File: src/rtl/imm_pkg.sv
// Shared immediate-format definitions: type codes used by the encoder and the
// sign extender, the default output-buffer depth, and a sign-range helper.
package imm_pkg;

  localparam logic [2:0] TYPE_R = 3'd0;
  localparam logic [2:0] TYPE_I = 3'd1;
  localparam logic [2:0] TYPE_S = 3'd2;
  localparam logic [2:0] TYPE_B = 3'd3;
  localparam logic [2:0] TYPE_J = 3'd4;
  localparam logic [2:0] TYPE_U = 3'd5;

  localparam int DEPTH_DEFAULT = 2;

  // True when v[31:msb] are all equal, i.e. v fits a (msb+1)-bit signed field.
  function automatic logic fits_signed(input logic [31:0] v, input int msb);
    logic [31:0] m;
    m = 32'hFFFF_FFFF << msb;
    return ((v & m) == m) || ((v & m) == 32'h0);
  endfunction

endpackage

File: src/rtl/imm_encoder_if.sv
// Request/result bus of the immediate encoder.
// Handshake: a beat transfers on a rising edge where valid && ready; the
// producer holds its payload stable while valid=1 and ready=0.
interface imm_encoder_if;
  logic        in_valid;
  logic        in_ready;
  logic [3:0]  ext_sel;
  logic [31:0] base;
  logic [31:0] imm;
  logic        out_valid;
  logic        out_ready;
  logic [31:0] cod;
  logic        err;

  modport master (
    output in_valid, ext_sel, base, imm, out_ready,
    input  in_ready, out_valid, cod, err
  );

  modport slave (
    input  in_valid, ext_sel, base, imm, out_ready,
    output in_ready, out_valid, cod, err
  );
endinterface

File: src/rtl/imm_pack.sv
// Combinational packer: writes an immediate into the instruction word fields.
// Define IMM_RANGE_CHECK_EN to also flag immediates the format cannot represent.
module imm_pack
  import imm_pkg::*;
(
  input  logic [3:0]  ext_sel,
  input  logic [31:0] base,
  input  logic [31:0] imm,
  output logic [31:0] cod,
  output logic        err
);

  logic type_err;

  always_comb begin
    cod      = base;
    type_err = 1'b0;
    case (ext_sel[2:0])
      TYPE_R: ;
      TYPE_I: cod[31:20] = imm[11:0];
      TYPE_S: begin
        cod[31:25] = imm[11:5];
        cod[11:7]  = imm[4:0];
      end
      TYPE_B: begin
        cod[31]    = imm[12];
        cod[30:25] = imm[10:5];
        cod[11:8]  = imm[4:1];
        cod[7]     = imm[11];
      end
      // JALR shares the J code from the control unit but uses I layout
      TYPE_J: begin
        if (ext_sel[3]) begin
          cod[31:20] = imm[11:0];
        end else begin
          cod[31]    = imm[20];
          cod[30:21] = imm[10:1];
          cod[20]    = imm[11];
          cod[19:12] = imm[19:12];
        end
      end
      TYPE_U: cod[31:12] = imm[31:12];
      default: type_err = 1'b1;
    endcase
  end

`ifdef IMM_RANGE_CHECK_EN
  logic rng_err;

  always_comb begin
    rng_err = 1'b0;
    case (ext_sel[2:0])
      TYPE_I, TYPE_S: rng_err = !fits_signed(imm, 11);
      TYPE_B:         rng_err = imm[0] || !fits_signed(imm, 12);
      TYPE_J:         rng_err = ext_sel[3] ? !fits_signed(imm, 11)
                                           : (imm[0] || !fits_signed(imm, 20));
      TYPE_U:         rng_err = (imm[11:0] != 12'h0);
      default:        rng_err = 1'b0;
    endcase
  end

  assign err = type_err | rng_err;
`else
  assign err = type_err;
`endif

endmodule

File: src/rtl/imm_encoder.sv
// Immediate encoder: packs accepted requests and queues the results in a
// DEPTH-entry FIFO; also keeps a saturating count of errored accepts.
module imm_encoder
  import imm_pkg::*;
#(
  parameter int DEPTH = DEPTH_DEFAULT
)
(
  input  logic         clock,
  input  logic         reset,
  imm_encoder_if.slave bus,
  output logic [7:0]   err_count
);

  localparam int PW = (DEPTH > 1) ? $clog2(DEPTH) : 1;
  localparam int CW = $clog2(DEPTH + 1);
  localparam logic [CW-1:0] FULL = CW'(DEPTH);

  logic [PW-1:0] wr_ptr;
  logic [PW-1:0] rd_ptr;
  logic [CW-1:0] count;
  logic [31:0]   mem_cod [DEPTH];
  logic          mem_err [DEPTH];
  logic [31:0]   pk_cod;
  logic          pk_err;
  logic          push;
  logic          pop;

  imm_pack u_pack (
    .ext_sel (bus.ext_sel),
    .base    (bus.base),
    .imm     (bus.imm),
    .cod     (pk_cod),
    .err     (pk_err)
  );

  // Ready looks only at the registered count, so a same-cycle pop never
  // opens a full FIFO.
  assign bus.in_ready  = !reset && (count != FULL);
  assign bus.out_valid = (count != '0);
  assign bus.cod       = bus.out_valid ? mem_cod[rd_ptr] : 32'h0;
  assign bus.err       = bus.out_valid ? mem_err[rd_ptr] : 1'b0;

  assign push = bus.in_valid && bus.in_ready;
  assign pop  = bus.out_valid && bus.out_ready;

  always_ff @(posedge clock) begin
    if (push) begin
      mem_cod[wr_ptr] <= pk_cod;
      mem_err[wr_ptr] <= pk_err;
    end
  end

  // DEPTH is a power of two, so the pointers wrap by natural overflow.
  always_ff @(posedge clock) begin
    if (reset) begin
      wr_ptr    <= '0;
      rd_ptr    <= '0;
      count     <= '0;
      err_count <= 8'h0;
    end else begin
      if (push) wr_ptr <= wr_ptr + 1'b1;
      if (pop)  rd_ptr <= rd_ptr + 1'b1;
      case ({push, pop})
        2'b10:   count <= count + 1'b1;
        2'b01:   count <= count - 1'b1;
        default: count <= count;
      endcase
      if (push && pk_err && (err_count != 8'hFF)) err_count <= err_count + 8'd1;
    end
  end

endmodule

File: src/flat_wrapper.sv
// flat-port wrapper written by rule: the top's interface ports become plain ports
module imm_encoder_flat import imm_pkg::*;
#(
  parameter int DEPTH = DEPTH_DEFAULT
)
  (clock, reset, err_count, bus_in_valid, bus_ext_sel, bus_base, bus_imm, bus_out_ready, bus_in_ready, bus_out_valid, bus_cod, bus_err);
  imm_encoder_if bus_i ();
  input  logic clock;
  input  logic reset;
  output logic [7:0] err_count;
  input wire logic [$bits(bus_i.in_valid)-1:0] bus_in_valid;
  input wire logic [$bits(bus_i.ext_sel)-1:0] bus_ext_sel;
  input wire logic [$bits(bus_i.base)-1:0] bus_base;
  input wire logic [$bits(bus_i.imm)-1:0] bus_imm;
  input wire logic [$bits(bus_i.out_ready)-1:0] bus_out_ready;
  output wire logic [$bits(bus_i.in_ready)-1:0] bus_in_ready;
  output wire logic [$bits(bus_i.out_valid)-1:0] bus_out_valid;
  output wire logic [$bits(bus_i.cod)-1:0] bus_cod;
  output wire logic [$bits(bus_i.err)-1:0] bus_err;
  assign bus_i.in_valid = bus_in_valid;
  assign bus_i.ext_sel = bus_ext_sel;
  assign bus_i.base = bus_base;
  assign bus_i.imm = bus_imm;
  assign bus_i.out_ready = bus_out_ready;
  assign bus_in_ready = bus_i.in_ready;
  assign bus_out_valid = bus_i.out_valid;
  assign bus_cod = bus_i.cod;
  assign bus_err = bus_i.err;
  imm_encoder #(.DEPTH(DEPTH)) u_core (.clock(clock), .reset(reset), .bus(bus_i), .err_count(err_count));
endmodule
File: config.mk
export PLATFORM = sky130hd
export DESIGN_NAME = imm_encoder_flat
export DESIGN_NICKNAME = d
export VERILOG_FILES = /design/src/rtl/imm_pkg.sv /design/src/rtl/imm_encoder_if.sv /design/src/rtl/imm_pack.sv /design/src/rtl/imm_encoder.sv /design/src/flat_wrapper.sv
export SDC_FILE = /design/constraint.sdc
export NUM_CORES = 1
export LEC_CHECK = 0
export ABC_CLOCK_PERIOD_IN_PS = 8900
export CORE_MARGIN = 2
export CORE_UTILIZATION = 51
export DETAILED_ROUTE_END_ITERATION = 8
export GPL_ROUTABILITY_DRIVEN = 0
export MAX_ROUTING_LAYER = met4
export PLACE_DENSITY = 0.85
export SLEW_MARGIN = 15
export SYNTH_ARGS = -nofsm -noshare
export SYNTH_HDL_FRONTEND = slang
export SYNTH_HIERARCHICAL = 1
export SYNTH_SLANG_ARGS = --single-unit
File: constraint.sdc
create_clock -name clock -period 8.9 [get_ports clock]
set_input_delay 2.67 -clock clock [delete_from_list [all_inputs] [get_ports clock]]
set_output_delay 2.67 -clock clock [all_outputs]
set_load 0.03 [all_outputs]
### Yosys cells after proc, flatten, opt, wreduce, memory -nomap -nowiden

Memory sizes are Yosys's and may differ from the RTL's. A register that Yosys moved wholly into a read port is not among the register bits.
Index checks and enable logic that the tools add are counted.

* output and inout port bits: 43
* memories: 2
* logic and storage cells: 47
* input port bits: 72
* bits in writable memories: 66
* register bits after elaboration: 12

* eq/ne operators: 9
* muxes and demuxes: 16
* add/subtract/negate cells: 5
* reduce and logical (&&, ||, !) cells: 11

Memories
* u_core.mem_cod: words 2, bits a word 32, read ports 1, clocked after Yosys merged registers in 1, wr ports 1, line imm_encoder.sv:22 `logic [31:0] mem_cod [DEPTH];`
* u_core.mem_err: words 2, bits a word 1, read ports 1, clocked after Yosys merged registers in 1, wr ports 1, line imm_encoder.sv:23 `logic mem_err [DEPTH];`

Operators by type and width (count)
* 32-bit 2-to-1 mux: 1
* 7-bit one-hot mux with 4 select lines: 1
* 8-bit one-hot mux with 2 select lines: 1
* 5-bit one-hot mux with 3 select lines: 1
* 12-bit 2-to-1 mux: 1
* 5-bit one-hot mux with 2 select lines: 1
* 8-bit by 1-bit adder with 8-bit output (second input constant): 1
* 1-bit 2-to-1 mux: 8
* 8-bit 2-to-1 mux: 1
* 8-bit != test (second input constant): 1
* 3-bit by 2-bit equality test with 1-bit output (second input constant): 2
* 3-bit equality test (second input constant): 2
* 6-bit OR reduction: 1
* 1-bit logical AND: 5
* 2-bit one-hot mux with 2 select lines: 1
* 2-bit nonzero test: 2
* 3-bit by 1-bit equality test with 1-bit output (second input constant): 1
* 3-bit logical NOT: 1
* 1-bit adder (second input constant): 2
* 2-bit by 1-bit adder with 2-bit output (second input constant): 1
* 2-bit by 1-bit equality test with 1-bit output (second input constant): 1
* 2-bit equality test (second input constant): 1
* 2-bit != test (second input constant): 1
* 2-bit OR reduction: 1
* 2 further kinds: 2

### Logic depth before layout (Yosys ltp)

* depth in word-level cells: 5
* depth in mapped cells: 8
* mapped depth without buffers: 7

### By module

Netlist, hierarchy kept.

By module, submodules not included
* imm_encoder: sequential area each 2242.2 µm², cells each 214, times used 1, area each 3110.5 µm²
* imm_pack: sequential area each 0.0 µm², cells each 107, times used 1, area each 858.3 µm²

### Worst setup path after synthesis

No wires, ideal clock.

* path type: input to output
* from: input port reset
* to: output port bus_in_ready
* path slack: 3.203 ns
* required time: 6.230 ns
* stages on the path: 2
* buffers on the path: 0
* data arrival time: 3.027 ns
* cells stage by stage: inv_1 and2_1

* cells in the longest elaborated chain, start to end: 2

Ends and longest elaborated chain
* start, declared: line flat_wrapper.sv:9 `input logic reset;`
* 1-bit logical NOT: line imm_encoder.sv:39 `assign bus.in_ready = !reset && (count != FULL);`
* 1-bit logical AND: line imm_encoder.sv:39
* end, declared: line flat_wrapper.sv:16 `output wire logic [$bits(bus_i.in_ready)-1:0] bus_in_ready;`

Every way passes these cells.

### Final worst setup path

Ends and elaborated chain as after synthesis.

==> out/results.ini <==
[layout]
final_common_cell = clkdlybuf4s50_1
regArea_um2 = 2240
multiInputGateArea_um2 = 1540
drive_gt1_share_pct = 10.6
fillers = 557
fin_nets = 493
diodes = 0
area_growth_pct = 33.5
final_cell_mix = clkdlybuf4s50_1, edfxtp_1, nor2_1, mux2i_1, a22oi_1
final_area_um2 = 5300

[placed_design]
io_buffers = 114
placed_area_um2 = 5090
place_hpwl_um = 5740

[drt]
drt_iter0_drc = 125
wire_per_inst_um = 16.3
ant_nets = 0
avgViaCountPerCell = 5.44
wl_met3_um = 503
wl_met1_um = 3460
vias = 2859
wl_met2_um = 4550
routed.top_layer = met4
drc_errors = 0
postRouteWirelength_um = 8590
dr.pass1.iters = 4

[die]
rows = 32
dieArea_um2 = 8500
start_util_pct = 51.9
fp.dieW_um = 92.2
coreArea_um2 = 7650
die_h_um = 92.2
io_pins = 115

[synthesis]
synth.avg_cell_area_um2 = 12.4
seq_area_frac_synth_pct = 56.5
synth-main-ff-cell = edfxtp_1
synth.area.top_cells = edfxtp_1, mux2i_1, dfxtp_1
synthCells = 321
synth_top_cell_by_area = edfxtp_1
synthArstFlopShare_pct = 0
netlist.area_leader.share_pct = 49.9
syn_nets = 395
ys.warnings.count = 6
synth_edf_count = 66
syn_area_um2 = 3970
ys_types = 47
ys_ff_latch = 79

[global_routing]
grt_pass1_vias = 2919
track_usage_pct = 21.5
grt-ovfl-total = 0
grt_max_degree = 34
grt_first_pass_wirelength_um = 13600
antenna_found_initial = 0

[critical_path]
start_kind = primary input
critPathMaxFanout = 12
cp-end-kind = output pin
worstPathRequired_ns = 6.23
worstSetupPathType = in2out
cp_data_arrival_time_ns = 4.31

[clock_network]
cts_hold_buf = 0
cts_resized = 0
cts.clk_slew.worst_paths_ns = 0.08
cts_root_buffer = clkbuf_8
post_cts_buffers = 0
clk_path_buf_depth = 2
numCtsBuffers = 9
clock_latency_ns = 0.34
cts_tree = built
cts_sinks = 79
htree_levels = 3

[run]
drv_cap = 0

[pwr]
power-per-cell-area_nw_per_um2 = 241
leakagePower_nw = 1.80
ir_drop_v = 0.000125

[timing]
fin_worst_skew_ns = 0.00643
final_max_slew_viol_count = 0
finalHoldViolations = 0
min_period_over_period_pct = 78.5
fin_setup_tns_ns = 0
min_period_ns = 6.98
slew_headroom_pct = 28.9
worst_slew_pin_slew_ns = 1.07
setup_viol = 0
max_freq_mhz = 143
rsz0062_at_grt = false

[outcome]
outcome = finished, final reports clean

[hold_path]
hp-class = reg2reg

==> critical path: stages <==
cell	delay, ns
clkdlybuf4s50_1	0.74
inv_1	0.15
and2_1	0.16
clkdlybuf4s50_1	0.59
==> cells in the mapped netlist (2+ instances only) <==
cell      count
a21oi_1       7
nor3_1        2
mux2_2       15
nor2b_1       2
nand3_1       3
xnor2_1       3
nor2_1       44
mux2_4        8
nand2b_1      5
buf_6         3
dfxtp_1      13
or4_1         2
inv_1         6
a31oi_1       2
and2_1        3
edfxtp_1     66
o311ai_0      2
buf_4         9
mux2_1        5
o31ai_1       3
nand2_1       5
o21ai_0      13
mux2i_1      34
or3_1         5
clkbuf_1      8
nand3_2       2
xor2_1        2
buf_2         8
a22oi_1      16
ha_1          2
and3_1        3
o21ai_1       5
==> final timing paths <==
path | start | end | slack [ns] | depth (start not counted)
max | reset | bus_in_ready | 1.92 | 4
min | u_core/err_count[5]$_SDFFE_PP0P_ | u_core/err_count[5]$_SDFFE_PP0P_ | 0.53 | 2
max reg2reg | u_core/count[1]$_SDFFE_PP0P_ | u_core/count[1]$_SDFFE_PP0P_ | 6.55 | 7
min reg2reg | u_core/err_count[5]$_SDFFE_PP0P_ | u_core/err_count[5]$_SDFFE_PP0P_ | 0.53 | 2
==> sequential cells by signal, indices dropped and copies added (netlist names), named ones only <==
signal            cells
u_core/count          2
u_core/err_count      8
u_core/mem_cod       64
u_core/mem_err        2
u_core/rd_ptr         1
u_core/wr_ptr         1
==> area by class of cell <==
cell class / instances / share of cell area [%]
Sequential cell: 79 / 42.3
Multi-Input combinational cell: 208 / 29.1
Timing Repair Buffer: 115 / 21.7
Clock buffer: 10 / 2.41
Tap cell: 102 / 2.41
Clock inverter: 6 / 1.61
Inverter: 6 / 0.425
==> routing by layer <==
layer	vias to the layer above	track usage, %
li1	1382	-
met1	1377	24.8
met2	95	37.4
met3	5	4.68
met4	0	7.09
met5	-	-
==> metrics by stage <==
step                      power [W]  setup slack [ns]  instances  hold WS (ns)  utilization [%]
after CTS                   0.00129              1.92        526         0.530             69.3
after detailed placement    0.00100              1.93        510         0.519             66.5
after global routing        0.00134              1.83        526         0.569             69.3
after floorplan            0.000790              3.20        321         0.481                -
final                       0.00127              1.92        526         0.525             69.3
after global placement     0.000994              1.97        510         0.500             66.5
==> power breakdown <==
part | internal (W) | switching [W]
Sequential | 0.000436 | 0.0000395
Clock | 0.000157 | 0.000126
Combinational | 0.000227 | 0.000289
==> logic make-up after synthesis <==
group	share of synthesized area (%)
AOI/OAI and AO/OA	9.02
xor gates and xnor gates	1.10
adders and majority gates	0.630
buffers and inverters	4.89
DFF	56.5
muxes	17.3
and+or+nand+nor	10.6
Note: power is estimated with default switching activity, not from simulation.
